[config.mk]
export PLATFORM = sky130hd
export DESIGN_NAME = wb_port_arbiter_flat
export DESIGN_NICKNAME = d
export VERILOG_FILES = /design/src/rtl/wb_port_if.sv /design/src/rtl/wb_port_arbiter.sv /design/src/flat_wrapper.sv
export SDC_FILE = /design/constraint.sdc
export NUM_CORES = 1
export LEC_CHECK = 0
export ABC_AREA = 1
export ABC_CLOCK_PERIOD_IN_PS = 4800
export BUFFER_PORTS_ARGS = -buffer_cell sky130_fd_sc_hd__buf_2
export CORE_UTILIZATION = 30
export CTS_CLUSTER_SIZE = 14
export DETAILED_ROUTE_END_ITERATION = 10
export PLACE_DENSITY = 0.59
export RECOVER_POWER = 25
export SYNTH_ARGS = -nofsm -noshare
export SYNTH_HDL_FRONTEND = slang
export SYNTH_SLANG_ARGS = --single-unit
[constraint.sdc]
create_clock -name clk -period 4.8 [get_ports clk]
set_clock_uncertainty 0.05 [all_clocks]
set_input_delay 0.96 -clock clk [delete_from_list [all_inputs] [get_ports clk]]
set_output_delay 0.96 -clock clk [all_outputs]
set_load 0.01 [all_outputs]
[src/rtl/wb_port_if.sv]
// Writeback port bundle: ALU and load-unit requests, decode-stage scoreboard
// lookup, and the registered register-file write port.
interface wb_port_if #(
  parameter int XLEN = 64,
  parameter int NREG = 32
);
  localparam int RW = $clog2(NREG);

  logic            alu_valid;
  logic            alu_ready;
  logic [RW-1:0]   alu_rd;
  logic [XLEN-1:0] alu_wd;
  logic            mem_valid;
  logic            mem_ready;
  logic [RW-1:0]   mem_rd;
  logic [XLEN-1:0] mem_wd;
  logic            iss_valid;
  logic [RW-1:0]   iss_rd;
  logic [RW-1:0]   iss_rs1;
  logic [RW-1:0]   iss_rs2;
  logic            iss_stall;
  logic [NREG-1:0] busy;
  logic            wen;
  logic [RW-1:0]   rd;
  logic [XLEN-1:0] wd;

  modport master (
    output alu_valid, alu_rd, alu_wd,
    output mem_valid, mem_rd, mem_wd,
    output iss_valid, iss_rd, iss_rs1, iss_rs2,
    input  alu_ready, mem_ready, iss_stall, busy, wen, rd, wd
  );

  modport slave (
    input  alu_valid, alu_rd, alu_wd,
    input  mem_valid, mem_rd, mem_wd,
    input  iss_valid, iss_rd, iss_rs1, iss_rs2,
    output alu_ready, mem_ready, iss_stall, busy, wen, rd, wd
  );
endinterface

[src/rtl/wb_port_arbiter.sv]
// Single register-file write port shared by ALU and load unit, with a
// pending-write scoreboard for RAW stall detection in decode.
module wb_port_arbiter #(
  parameter int XLEN       = 64,
  parameter int NREG       = 32,
  parameter int FIXED_PRIO = 0
) (
  input  logic     clk,
  input  logic     rst,
  wb_port_if.slave bus
);
  localparam int RW = $clog2(NREG);

  logic            last_grant_mem_reg;
  logic            wen_reg;
  logic [RW-1:0]   rd_reg;
  logic [XLEN-1:0] wd_reg;
  logic [NREG-1:0] busy_reg;
  logic [NREG-1:0] busy_next;

  logic            alu_wins;
  logic            mem_wins;
  logic            xfer;
  logic [RW-1:0]   grant_rd;
  logic [XLEN-1:0] grant_wd;

  // On a tie the ALU wins only if the MEM side was served last (or ALU has fixed priority).
  assign alu_wins = bus.alu_valid &&
                    (!bus.mem_valid || (FIXED_PRIO != 0) || last_grant_mem_reg);
  assign mem_wins = bus.mem_valid && !alu_wins;
  assign xfer     = alu_wins || mem_wins;
  assign grant_rd = alu_wins ? bus.alu_rd : bus.mem_rd;
  assign grant_wd = alu_wins ? bus.alu_wd : bus.mem_wd;

  assign bus.alu_ready = alu_wins;
  assign bus.mem_ready = mem_wins;
  assign bus.iss_stall = busy_reg[bus.iss_rs1] | busy_reg[bus.iss_rs2];
  assign bus.busy      = busy_reg;
  assign bus.wen       = wen_reg;
  assign bus.rd        = rd_reg;
  assign bus.wd        = wd_reg;

  assign busy_next[0] = 1'b0;

  // A new issue to the same register wins over a retiring older write.
  generate
    for (genvar gi = 1; gi < NREG; gi++) begin : g_sb
      localparam logic [RW-1:0] IDX = RW'(gi);
      assign busy_next[gi] = (bus.iss_valid && bus.iss_rd == IDX) ? 1'b1 :
                             (xfer && grant_rd == IDX)            ? 1'b0 :
                                                                    busy_reg[gi];
    end
  endgenerate

  always_ff @(posedge clk or posedge rst) begin
    if (rst) begin
      last_grant_mem_reg <= 1'b1;
      wen_reg            <= 1'b0;
      rd_reg             <= '0;
      wd_reg             <= '0;
      busy_reg           <= '0;
    end else begin
      wen_reg  <= xfer && (grant_rd != '0);
      busy_reg <= busy_next;
      if (xfer) begin
        last_grant_mem_reg <= mem_wins;
        rd_reg             <= grant_rd;
        wd_reg             <= grant_wd;
      end
    end
  end
endmodule
[src/flat_wrapper.sv]
// flat-port wrapper written by rule: the top's interface ports become plain ports
module wb_port_arbiter_flat 
#(
  parameter int XLEN       = 64,
  parameter int NREG       = 32,
  parameter int FIXED_PRIO = 0
)
  (clk, rst, bus_alu_valid, bus_alu_rd, bus_alu_wd, bus_mem_valid, bus_mem_rd, bus_mem_wd, bus_iss_valid, bus_iss_rd, bus_iss_rs1, bus_iss_rs2, bus_alu_ready, bus_mem_ready, bus_iss_stall, bus_busy, bus_wen, bus_rd, bus_wd);
  wb_port_if #(.XLEN(XLEN), .NREG(NREG)) bus_i ();
  input  logic clk;
  input  logic rst;
  input wire logic [$bits(bus_i.alu_valid)-1:0] bus_alu_valid;
  input wire logic [$bits(bus_i.alu_rd)-1:0] bus_alu_rd;
  input wire logic [$bits(bus_i.alu_wd)-1:0] bus_alu_wd;
  input wire logic [$bits(bus_i.mem_valid)-1:0] bus_mem_valid;
  input wire logic [$bits(bus_i.mem_rd)-1:0] bus_mem_rd;
  input wire logic [$bits(bus_i.mem_wd)-1:0] bus_mem_wd;
  input wire logic [$bits(bus_i.iss_valid)-1:0] bus_iss_valid;
  input wire logic [$bits(bus_i.iss_rd)-1:0] bus_iss_rd;
  input wire logic [$bits(bus_i.iss_rs1)-1:0] bus_iss_rs1;
  input wire logic [$bits(bus_i.iss_rs2)-1:0] bus_iss_rs2;
  output wire logic [$bits(bus_i.alu_ready)-1:0] bus_alu_ready;
  output wire logic [$bits(bus_i.mem_ready)-1:0] bus_mem_ready;
  output wire logic [$bits(bus_i.iss_stall)-1:0] bus_iss_stall;
  output wire logic [$bits(bus_i.busy)-1:0] bus_busy;
  output wire logic [$bits(bus_i.wen)-1:0] bus_wen;
  output wire logic [$bits(bus_i.rd)-1:0] bus_rd;
  output wire logic [$bits(bus_i.wd)-1:0] bus_wd;
  assign bus_i.alu_valid = bus_alu_valid;
  assign bus_i.alu_rd = bus_alu_rd;
  assign bus_i.alu_wd = bus_alu_wd;
  assign bus_i.mem_valid = bus_mem_valid;
  assign bus_i.mem_rd = bus_mem_rd;
  assign bus_i.mem_wd = bus_mem_wd;
  assign bus_i.iss_valid = bus_iss_valid;
  assign bus_i.iss_rd = bus_iss_rd;
  assign bus_i.iss_rs1 = bus_iss_rs1;
  assign bus_i.iss_rs2 = bus_iss_rs2;
  assign bus_alu_ready = bus_i.alu_ready;
  assign bus_mem_ready = bus_i.mem_ready;
  assign bus_iss_stall = bus_i.iss_stall;
  assign bus_busy = bus_i.busy;
  assign bus_wen = bus_i.wen;
  assign bus_rd = bus_i.rd;
  assign bus_wd = bus_i.wd;
  wb_port_arbiter #(.XLEN(XLEN), .NREG(NREG), .FIXED_PRIO(FIXED_PRIO)) u_core (.clk(clk), .rst(rst), .bus(bus_i));
endmodule
; ---- Yosys cells after proc, flatten, opt, wreduce, memory -nomap -nowiden
; Index checks and enable logic that the tools add are counted.
; Widths: inputs -> output; s select.
[word_totals]
rom_bits = 0
out_inout_bits = 105
input_bits = 158
n_memories = 0
wordCells = 269
ram_bits = 0
register_bits = 102
latch_bits = 0
[op_classes]
multipliers = 0
shifts = 0
div_mod_pow = 0
order_cmp = 2
n_reduce_logical = 101
n_bitwise = 1
eq_ne = 62
muxes = 68
addsub = 0
[op_table]
columns = cell, n
row1 = $eq 5x5->1 const B, 32
row2 = $eq 5x4->1 const B, 16
row3 = $logic_and 1x1->1, 65
row4 = $mux 1, 64
row5 = $mux 64, 1
row6 = $reduce_bool 2->1, 31
row7 = $eq 5x3->1 const B, 8
row8 = $eq 5x2->1 const B, 4
row9 = $lt 5x6->1 const B, 2
row10 = $bmux 1 s5, 2
row11 = $eq 5x1->1 const B, 2
row12 = $mux 5, 1
row13 = $reduce_bool 5->1, 1
row14 = $logic_not 1->1, 2
row15 = $logic_or 1x1->1, 2
row16 = $or 1x1->1, 1

; ---- Longest topological paths before layout
; Gate-level depths: netlist of the first run.
[logic_depth]
depth_word = 9
depth_mapped = 11
depth_no_buf = 10

; ---- Worst setup path before layout of the first run
; Ideal clock, no wire load.
[synth_timing]
kind = input -> output
start = input bus_iss_rs2[0]
end = output bus_iss_stall
arrival_ns = 1.883
setup_slack_ns = 1.907
path_buffers = 2
required_time_ns = 3.790
path_stages = 11
cell_sequence = buf_2 > inv_1 > buf_2 > nand2_1 > nand3_1 > nand3_1 > nand2_1 > nand2_1 > nand3_1 > nand2_1 > nand2_1
[synth_between]
elab_chain_cells = 3
[synth_lines]
columns = element, line
row1 = start: declaration, flat_wrapper.sv:21  ; input wire logic [$bits(bus_i.iss_rs2)-1:0] bus_iss_rs2;
row2 = $bmux 1 s5, wb_port_arbiter.sv:37  ; assign bus.iss_stall = busy_reg[bus.iss_rs1] | busy_reg[bus.iss_rs2];
row3 = $mux 1 (not written as such), wb_port_arbiter.sv:37
row4 = $or 1x1->1, wb_port_arbiter.sv:37
row5 = end: declaration, flat_wrapper.sv:24  ; output wire logic [$bits(bus_i.iss_stall)-1:0] bus_iss_stall;
; Every way passes these cells. The select of a mux whose other input is x is not followed.

; ---- Final worst setup path of the first run
[layout_timing]
start = input bus_iss_rs1[0]
end = output bus_iss_stall
[layout_between]
elab_chain_cells = 3
[layout_lines]
columns = element, line
row1 = start: declaration, flat_wrapper.sv:20  ; input wire logic [$bits(bus_i.iss_rs1)-1:0] bus_iss_rs1;
row2 = $bmux 1 s5, wb_port_arbiter.sv:37
row3 = $mux 1 (not written as such), wb_port_arbiter.sv:37
row4 = $or 1x1->1, wb_port_arbiter.sv:37
; Every way passes these cells. The select of a mux whose other input is x is not followed.

==> results.py, run 1 <==
metrics = {
    "cts": {
        "cts_max_level": 3,
        "cts_hold_repair.buffers": 0,
        "clkLatencyLatePin_ps": 360,
        "clkSlewWorstSetupHoldPaths_ps": 70,
        "tritoncts": "built",
        "cts_resized": 0,
        "clock_tree.buffer_depth": 2,
        "cts_post_setup_buffers_inserted": 0,
        "numCtsBuffers": 9,
        "cts.root.buffer_cell": "clkbuf_16",
        "numClockSinks": 102,
    },
    "finish": {
        "seq_area_mm2": 0.00255,
        "synthToLayoutAreaGrowth_pct": 32.3,
        "num-nets-final": 1152,
        "fin_area_mm2": 0.00704,
        "multi_input_comb_area_mm2": 0.00239,
        "final-instance-count-excl-fill": 1225,
        "post_route_cells_drive_above_1_share": 0.294,
        "largest_register_ff_count": 64,
        "fill_cells": 1877,
        "finalCoreUtilization": 0.407,
    },
    "place": {
        "place_congestion": 0.988,
        "numPortBuffers": 261,
        "hpwlAfterDp_um": 14100,
        "placement_cell_area_mm2": 0.00675,
        "place.detailed.instances": 1208,
    },
    "job": {
        "max_cap_violations": 1,
    },
    "pwr": {
        "power.density_mw_per_mm2": 379,
        "irDropWorstVdd_mv": 0.140,
        "power.total_w": 0.00267,
        "total_leakage_power_nw": 3.89,
    },
    "floorplan": {
        "die_x_um": 135,
        "core_area_mm2": 0.0173,
        "top_level_ports": 263,
        "initial_core_util": 0.308,
        "die_area_mm2": 0.0183,
        "row_count": 48,
        "dieHeight_um": 135,
    },
    "logic_synthesis": {
        "syn-num-nets": 913,
        "synth.cell_area_mm2": 0.00532,
        "synth.distinct_cells": 25,
        "yosysWarnings": 0,
        "post_synth_inst_count": 755,
        "ys_ff_latch": 102,
        "avgSynthCellArea_um2": 7.05,
        "synth_sequential_area_ratio": 0.480,
    },
    "critical_path": {
        "crit_path_max_incr_delay_ps": 340,
        "required_time_at_the_worst_slack_endpoint_ps": 3790,
        "critical_path.cell_chain": "buf_2 -> inv_1 -> or2_2 -> nand2_1 -> nand3_1 -> nand3_1 -> nand3_1 -> nand2_1 -> nand2_1 -> buf_2",
        "worstSetupEndpointType": "output pin",
        "timing.critical_path.from_type": "primary input",
        "critical-path-top-delay-family": "buffers and inverters",
        "crit_type": "in -> out",
        "cp_num_buf_inv": 3,
        "crit_arrival_ps": 2370,
        "crit_path_top_delay_cell": "or2_2",
        "worstPathMaxFanout": 18,
    },
    "global_routing": {
        "grt_pass1_wl_um": 28800,
        "grt_antenna_before_repair": 1,
        "grt_usage": 0.207,
        "grt_overflow": 0,
        "grt_start_max_net_pins": 75,
        "vias_in_the_first_global_route": 5368,
    },
    "route": {
        "route.vias.total": 5697,
        "drt_pass1_iterations": 7,
        "met1_length_um": 7590,
        "maxUsedRoutingLayer": "met4",
        "route.final.wire_length_um": 18600,
        "met2RoutedLength_um": 8880,
        "detailroute.wirelength.met3_um": 1610,
        "postRouteAntennaNets": 0,
        "route.detailed.wl_per_inst_um": 15.2,
        "detail_route.vias_per_cell": 4.65,
        "first_iter_violations": 212,
        "remaining_drc_errors": 0,
    },
    "timing": {
        "final-hold-violation-count": 0,
        "relSlewSlack": -1.08,
        "period_minus_slack_ps": 3380,
        "maxSlewViolCount": 71,
        "fin_crit_sh": 0.703,
        "tightest_slew_ps": 3100,
        "grt_setup_unrepaired": "no",
        "setup_violators_final": 0,
        "fmax_ghz": 0.296,
        "fin_tns_setup_ps": 0,
    },
    "min_path": {
        "worst_hold_path_type": "reg -> reg",
    },
    "run_status": {
        "run_status": "finished with violations",
        "violations": "max-capacitance violations, max-slew violations",
    },
}
final cells by class:
| cell class | instances | share of cell area |
|---|---|---|
| tap | 225 | 0.0400 |
| sequential | 102 | 0.363 |
| clock inverter | 7 | 0.0115 |
| clock buffer | 9 | 0.0320 |
| inverter | 48 | 0.0258 |
| timing repair buffer | 265 | 0.188 |
| antenna | 1 | 0.000355 |
| multi-input combinational | 568 | 0.339 |
cell usage in the layout (no fill, tap or decap):
cell / instances
clkinv_4: 1
a31oi_1: 1
buf_4: 4
conb_1: 1
inv_2: 3
or2_2: 3
nor2_1: 25
nand2_2: 1
inv_8: 1
diode_2: 1
dfstp_2: 1
nor2_2: 3
clkinvlp_4: 3
clkbuf_16: 9
clkbuf_1: 7
bufinv_16: 1
buf_2: 254
dfrtp_1: 101
nand2_1: 373
o21ai_1: 12
inv_6: 1
o21ai_2: 7
nand3_1: 117
clkinvlp_2: 1
nand2_4: 1
or2_1: 1
o211ai_1: 1
o21ai_0: 22
inv_1: 44
metal layers:
metal  vias up  GRT usage
met5         -          0
met1      2594      0.258
li1       2837          -
met4         0     0.0880
met2       238      0.338
met3        28     0.0550
final timing paths:
check                                          startpoint             endpoint  slack, ps  cells past startpoint
worst max-delay path                       bus_iss_rs1[0]        bus_iss_stall       1420                     10
worst min-delay path                     u_core.bus.rd[4]     u_core.bus.rd[4]        430                      2
worst max register to register  u_core.last_grant_mem_reg  u_core.bus.busy[14]       2660                     10
worst min register to register           u_core.bus.rd[4]     u_core.bus.rd[4]        430                      2
max in group asynchronous                             rst     u_core.bus.rd[0]       1750                      3
min in group asynchronous                             rst    u_core.bus.wd[18]       1440                      2
power breakdown:
| part | internal, W | switching, W | total, W |
|---|---|---|---|
| logic | 0.000282 | 0.000452 | 0.000734 |
| registers | 0.00101 | 0.000158 | 0.00117 |
| clock network | 0.000411 | 0.000353 | 0.000764 |
| total | 0.00171 | 0.000963 | 0.00267 |
cells in the mapped netlist, drive strengths merged:
cell / count / area [um2]
nor2: 28 / 113
nand2: 375 / 1420
inv: 48 / 180
dfrtp: 101 / 2530
nand3: 117 / 586
or2: 4 / 25.0
clkbuf: 9 / 35.0
conb: 1 / 3.75
dfstp: 1 / 26.3
o211ai: 1 / 7.51
a31oi: 1 / 6.26
buf: 28 / 163
o21ai: 41 / 231
metrics by stage:
step           setup slack, ps  hold slack [ps]
2_1_floorplan             1120              427
3_3_place_gp              1460              415
3_5_place_dp              1450              421
4_1_cts                   1440              442
5_1_grt                   1240              465
6_report                  1420              434
tightest hold or removal path: cells and delay by family (launching register included):
kind,cells,cell delay [ps]
simple gates,2,110
flops,1,350
kinds of logic (layout without fill, tap and decap cells):
group                  count (synthesis)  after routing  share of synthesized area
other                                  1              2                   0.000704
AND/OR/NAND/NOR                      524            524                      0.403
AO/OA/AOI/OAI                         43             43                     0.0461
buffers and inverters                 85            329                     0.0710
flip-flops                           102            102                      0.480
Note: power is estimated with default switching activity, not from simulation.
==> inputs of run 2 (changes only) <==
--- a/config.mk
+++ b/config.mk
@@ -6,7 +6,7 @@
 export NUM_CORES = 1
 export LEC_CHECK = 0
 export ABC_AREA = 1
-export ABC_CLOCK_PERIOD_IN_PS = 4800
+export ABC_CLOCK_PERIOD_IN_PS = 3500
 export BUFFER_PORTS_ARGS = -buffer_cell sky130_fd_sc_hd__buf_2
 export CORE_UTILIZATION = 30
 export CTS_CLUSTER_SIZE = 14
==> constraint.sdc (replaced) <==
create_clock -name clk -period 3.5 [get_ports clk]
set_clock_uncertainty 0.05 [all_clocks]
set_input_delay 0.7 -clock clk [delete_from_list [all_inputs] [get_ports clk]]
set_output_delay 0.7 -clock clk [all_outputs]
set_load 0.01 [all_outputs]
==> run 2 against run 1 <==
The flow still finishes with violations (max-capacitance violations, max-slew violations). Sequential cell count is the same. Final cell count is the same. Total power grew 37%. Sequential share of layout area shrank 0.13 points. Die area is the same. Critical path depth is the same. Clock-buffer cell count grew 2. Via count shrank 0.95%. Register-to-register slack lost 1200 ps. Global-route usage grew 0.22 points. Critical path type unchanged. Critical endpoint unchanged. Largest cell class unchanged. Largest power group unchanged. Highest routed layer unchanged.
==> results.py, run 2 (synthesis gave the netlist of run 1 again) <==
metrics = {
    "global_routing": {
        "grt_antenna_before_repair": 0,
        "grt_overflow": 0,
        "grt_usage": 0.209,
        "grt_start_max_net_pins": 75,
        "grt_pass1_wl_um": 29400,
        "vias_in_the_first_global_route": 5518,
    },
    "floorplan": {
        "core_area_mm2": 0.0173,
        "row_count": 48,
        "top_level_ports": 263,
        "dieHeight_um": 135,
        "die_area_mm2": 0.0183,
        "initial_core_util": 0.308,
        "die_x_um": 135,
    },
    "place": {
        "numPortBuffers": 261,
        "placement_cell_area_mm2": 0.00677,
        "hpwlAfterDp_um": 14200,
        "place.detailed.instances": 1209,
        "place_congestion": 0.973,
    },
    "critical_path": {
        "worstSetupEndpointType": "output pin",
        "worstPathMaxFanout": 18,
        "crit_type": "in -> out",
        "worstSetupEndpoint": "bus_iss_stall",
        "worst-r2r-setup-slack_ps": 1430,
        "critical_path.startpoint": "bus_iss_rs1[0]",
        "timing.critical_path.from_type": "primary input",
        "reg2reg_from": "u_core.last_grant_mem_reg",
        "timing.reg2reg.worst_path_depth": 7,
        "worst_r2r_endpoint": "u_core.bus.wd[37]",
        "crit_arrival_ps": 2090,
        "required_time_at_the_worst_slack_endpoint_ps": 2750,
    },
    "timing": {
        "period_minus_slack_ps": 2840,
        "setup_violators_final": 0,
        "final-hold-violation-count": 0,
        "fin_crit_sh": 0.812,
        "relSlewSlack": -0.457,
        "fin_tns_setup_ps": 0,
        "fmax_ghz": 0.352,
        "maxSlewViolCount": 56,
        "grt_setup_unrepaired": "no",
        "tightest_slew_ps": 2180,
    },
    "route": {
        "postRouteAntennaNets": 0,
        "route.detailed.wl_per_inst_um": 15.2,
        "first_iter_violations": 184,
        "route.vias.total": 5643,
        "drt_pass1_iterations": 5,
        "route.final.wire_length_um": 18700,
        "detail_route.vias_per_cell": 4.61,
        "remaining_drc_errors": 0,
    },
    "pwr": {
        "power.density_mw_per_mm2": 517,
        "irDropWorstVdd_mv": 0.219,
        "switching_share": 0.353,
        "total_leakage_power_nw": 3.93,
        "p_int_w": 0.00236,
        "power.clock.fraction": 0.283,
        "power.combinational.fraction": 0.276,
        "seqPwrFrac": 0.440,
        "total_switching_power_w": 0.00129,
    },
    "cts": {
        "numClockSinks": 102,
        "clkSlewWorstSetupHoldPaths_ps": 70,
        "cts_resized": 0,
        "clock_tree.buffer_depth": 2,
        "cts_post_setup_buffers_inserted": 0,
        "cts_hold_repair.buffers": 0,
        "clkLatencyLatePin_ps": 340,
        "numCtsBuffers": 9,
        "cts.root.buffer_cell": "clkbuf_16",
        "cts_max_level": 3,
        "tritoncts": "built",
    },
    "finish": {
        "layout_commonest_cell": "nand2_1",
        "synthToLayoutAreaGrowth_pct": 32.8,
        "largest_register_ff_count": 64,
        "num-nets-final": 1153,
        "antenna_cells_inserted": 0,
        "fin_area_mm2": 0.00707,
        "fill_cells": 1886,
        "post_route_cells_drive_above_1_share": 0.300,
        "layout_common_cells": "nand2_1 (373), buf_2 (261), nand3_1 (117), dfrtp_1 (101), inv_1 (45)",
        "final-instance-count-excl-fill": 1225,
    },
    "min_path": {
        "worst_hold_path_type": "reg -> reg",
    },
    "run_status": {
        "run_status": "finished with violations",
        "violations": "max-capacitance violations, max-slew violations",
    },
    "job": {
        "max_cap_violations": 1,
    },
}
==> run 2: per-layer routing <==
| metal | vias to the layer above | wire length (um) | GRT usage |
|---|---|---|---|
| li1 | 2836 | - | - |
| met1 | 2566 | 7600 | 0.252 |
| met2 | 224 | 9170 | 0.359 |
| met3 | 17 | 1640 | 0.0614 |
| met4 | 0 | 257 | 0.0624 |
| met5 | - | 0 | 0 |
==> run 2: area by class of cell <==
cell class | instances | area, um2 | area share
flip-flops and latches | 102 | 2550 | 0.361
inverters | 48 | 180 | 0.0255
clock inverters | 5 | 63.8 | 0.00903
repair buffers | 266 | 1360 | 0.192
multi-input cells | 568 | 2390 | 0.338
well taps | 225 | 282 | 0.0398
clock buffers | 11 | 243 | 0.0343
==> run 2: per-stage QoR <==
step | setup slack (ps) | util | hold slack [ps] | total power (W)
after floorplan | 76.2 | - | 427 | 0.00212
after global placement | 659 | 0.391 | 416 | 0.00264
after detailed placement | 659 | 0.391 | 422 | 0.00265
after CTS | 658 | 0.409 | 445 | 0.00370
after global routing | 438 | 0.409 | 459 | 0.00389
final | 656 | 0.409 | 431 | 0.00366
==> run 2: worst min-delay path by stage <==
| stage | from | end | slack (ps) | cells after the start |
|---|---|---|---|---|
| 2_1_floorplan | u_core.last_grant_mem_reg | u_core.last_grant_mem_reg | 430 | 2 |
| 3_3_place_gp | u_core.bus.rd[4] | u_core.bus.rd[4] | 420 | 2 |
| 3_5_place_dp | u_core.bus.rd[3] | u_core.bus.rd[3] | 420 | 2 |
| 4_1_cts | u_core.bus.wd[29] | u_core.bus.wd[29] | 440 | 2 |
| 5_1_grt | u_core.bus.rd[3] | u_core.bus.rd[3] | 460 | 2 |
| 6_report | u_core.last_grant_mem_reg | u_core.last_grant_mem_reg | 430 | 2 |
==> run 2: worst max-delay path, cell delays in order <==
cell,delay [ps]
buf_2,270
inv_1,280
or2_2,340
nand2_1,60
nand3_1,60
nand3_1,70
nand3_1,70
nand2_1,70
nand2_1,50
buf_2,130
==> run 2: power by group through the flow <==
stage          registers, W  logic, W  clock network [W]
6_report            0.00161   0.00101            0.00104
2_1_floorplan       0.00165  0.000470                  0
3_5_place_dp        0.00162   0.00103                  0
5_1_grt             0.00163   0.00114            0.00112
4_1_cts             0.00160   0.00103            0.00106
3_3_place_gp        0.00163   0.00102                  0
==> inputs of run 3 (changes only) <==
--- a/config.mk
+++ b/config.mk
@@ -6,7 +6,7 @@
 export NUM_CORES = 1
 export LEC_CHECK = 0
 export ABC_AREA = 1
-export ABC_CLOCK_PERIOD_IN_PS = 3500
+export ABC_CLOCK_PERIOD_IN_PS = 2870
 export BUFFER_PORTS_ARGS = -buffer_cell sky130_fd_sc_hd__buf_2
 export CORE_UTILIZATION = 30
 export CTS_CLUSTER_SIZE = 14
==> constraint.sdc (replaced) <==
create_clock -name clk -period 2.87 [get_ports clk]
set_clock_uncertainty 0.05 [all_clocks]
set_input_delay 0.574 -clock clk [delete_from_list [all_inputs] [get_ports clk]]
set_output_delay 0.574 -clock clk [all_outputs]
set_load 0.01 [all_outputs]
==> run 3 against run 2 <==
The flow now finishes without violations. Via count up 0.89%. Hold slack worse by 360 ps. Total power up 23%. Sequential power up 22%. Global-route usage down 0.060 points. Critical path depth up 1. First-iteration DRC count up 66%. Sequential cell count unchanged. Register-to-register slack worse by 600 ps. Non-clock buffer count up 5. Wire length up 1.2%. Setup slack worse by 140 ps. Largest cell class unchanged.
==> results.py, run 3 (synthesis gave the netlist of run 1 again) <==
metrics = {
    "run_status": {
        "run_status": "completed",
    },
    "route": {
        "detail_route.vias_per_cell": 4.62,
        "postRouteAntennaNets": 0,
        "route.final.wire_length_um": 18900,
        "first_iter_violations": 306,
        "drt_pass1_iterations": 5,
        "route.vias.total": 5693,
        "remaining_drc_errors": 0,
        "route.detailed.wl_per_inst_um": 15.3,
    },
    "timing": {
        "fmax_ghz": 0.425,
        "final-hold-violation-count": 0,
        "setup_violators_final": 0,
        "tightest_slew_ps": 1330,
        "maxSlewViolCount": 0,
        "fin_tns_setup_ps": 0,
        "fin_crit_sh": 0.820,
        "period_minus_slack_ps": 2350,
        "relSlewSlack": 0.110,
        "grt_setup_unrepaired": "no",
    },
    "finish": {
        "layout_common_cells": "nand2_1 (373), buf_2 (261), nand3_1 (117), dfrtp_1 (101), inv_1 (44)",
        "largest_register_ff_count": 64,
        "synthToLayoutAreaGrowth_pct": 33.7,
        "num-nets-final": 1158,
        "seq_area_mm2": 0.00255,
        "finalCoreUtilization": 0.411,
        "fill_cells": 1905,
        "multi_input_comb_area_mm2": 0.00239,
        "layout_commonest_cell": "nand2_1",
        "post_route_cells_drive_above_1_share": 0.305,
    },
    "critical_path": {
        "crit_arrival_ps": 1730,
        "crit_type": "in -> out",
        "critical_path.cell_chain": "buf_2 -> inv_1 -> nand2_1 -> nand3_1 -> nand3_1 -> nand2_1 -> nand2_1 -> nand3_1 -> nand2_1 -> nand2_1 -> buf_2",
        "worstPathMaxFanout": 15,
        "crit_path_max_incr_delay_ps": 330,
        "cp_num_buf_inv": 3,
        "critical-path-top-delay-family": "simple AND/OR/NAND/NOR gates",
        "timing.critical_path.from_type": "primary input",
        "crit_path_top_delay_cell": "inv_1",
        "required_time_at_the_worst_slack_endpoint_ps": 2250,
        "worstSetupEndpointType": "output pin",
        "timing.critical_path.mode_cell": "nand2_1",
    },
    "floorplan": {
        "dieHeight_um": 135,
        "die_area_mm2": 0.0183,
        "row_count": 48,
        "core_area_mm2": 0.0173,
        "die_x_um": 135,
        "initial_core_util": 0.308,
        "top_level_ports": 263,
    },
    "pwr": {
        "switching_share": 0.355,
        "power.density_mw_per_mm2": 631,
        "irDropWorstVdd_mv": 0.308,
        "seqPwrFrac": 0.436,
        "total_leakage_power_nw": 3.95,
        "total_switching_power_w": 0.00159,
        "power.combinational.fraction": 0.276,
        "p_int_w": 0.00290,
        "power.clock.fraction": 0.288,
    },
    "cts": {
        "numCtsBuffers": 9,
        "cts_post_setup_buffers_inserted": 0,
        "cts_max_level": 3,
        "clock_tree.buffer_depth": 2,
        "cts_resized": 0,
        "clkLatencyLatePin_ps": 340,
        "cts_hold_repair.buffers": 0,
        "cts.root.buffer_cell": "clkbuf_16",
        "numClockSinks": 102,
        "clkSlewWorstSetupHoldPaths_ps": 70,
        "tritoncts": "built",
    },
    "place": {
        "numPortBuffers": 261,
        "place_congestion": 0.932,
        "hpwlAfterDp_um": 14600,
    },
    "job": {
        "max_cap_violations": 0,
    },
    "min_path": {
        "worst_hold_path_type": "in -> async",
    },
    "global_routing": {
        "grt_pass1_wl_um": 29200,
        "grt_usage": 0.209,
        "grt_overflow": 0,
        "grt_antenna_before_repair": 3,
        "vias_in_the_first_global_route": 5506,
        "grt_start_max_net_pins": 66,
    },
}
run 3: cell count changes in the layout (fill, tap and decap cells not counted), sizes merged:
cell / previous run / this run
clkinv: 1 / 2
buf: 266 / 269
clkbuf: 11 / 12
diode: 0 / 2
run 3: final timing paths:
| check | start | endpoint | slack [ps] | cells past startpoint |
|---|---|---|---|---|
| worst max register to register | u_core.last_grant_mem_reg | u_core.bus.wd[26] | 830 | 7 |
| worst max-delay path | bus_iss_rs2[0] | bus_iss_stall | 520 | 11 |
| worst min-delay path | rst | u_core.bus.wd[2] | 70 | 2 |
| worst min register to register | u_core.bus.rd[4] | u_core.bus.rd[4] | 430 | 2 |
| max in group asynchronous | rst | u_core.bus.wd[30] | 1190 | 3 |
| min in group clk | bus_mem_wd[39] | u_core.bus.wd[39] | 380 | 3 |
run 3: layout make-up:
| cell class | count | area share |
|---|---|---|
| flip-flops and latches | 102 | 0.359 |
| multi-input cells | 568 | 0.336 |
| repair buffers | 271 | 0.195 |
| well taps | 225 | 0.0396 |
| clock buffers | 10 | 0.0336 |
| inverters | 48 | 0.0255 |
| clock inverters | 6 | 0.0107 |
| diodes | 2 | 0.000703 |
run 3: power groups by stage:
stage | Clock (W) | Sequential (W) | Combinational [W]
6_report | 0.00129 | 0.00196 | 0.00124
3_5_place_dp | 0 | 0.00198 | 0.00126
3_3_place_gp | 0 | 0.00199 | 0.00125
5_1_grt | 0.00137 | 0.00199 | 0.00139
4_1_cts | 0.00134 | 0.00196 | 0.00126
2_1_floorplan | 0 | 0.00202 | 0.000573
run 3: layer usage:
metal	routed length (um)	global-route usage
met4	384	0.0718
met1	7660	0.251
met2	9300	0.360
met5	13	0
met3	1540	0.0539
run 3: metrics by stage:
step / hold WS (ps) / area (um2) / total power (W) / worst slack [ps] / instances
6_report: 67.2 / 7120 / 0.00449 / 516 / 1232
5_1_grt: 67.1 / 7110 / 0.00476 / 408 / 1231
4_1_cts: 41.2 / 7120 / 0.00456 / 530 / 1230
3_5_place_dp: 415 / 6810 / 0.00324 / 531 / 1214
3_3_place_gp: 414 / 6810 / 0.00323 / 527 / 1214
2_1_floorplan: 427 / 5330 / 0.00259 / 749 / 755
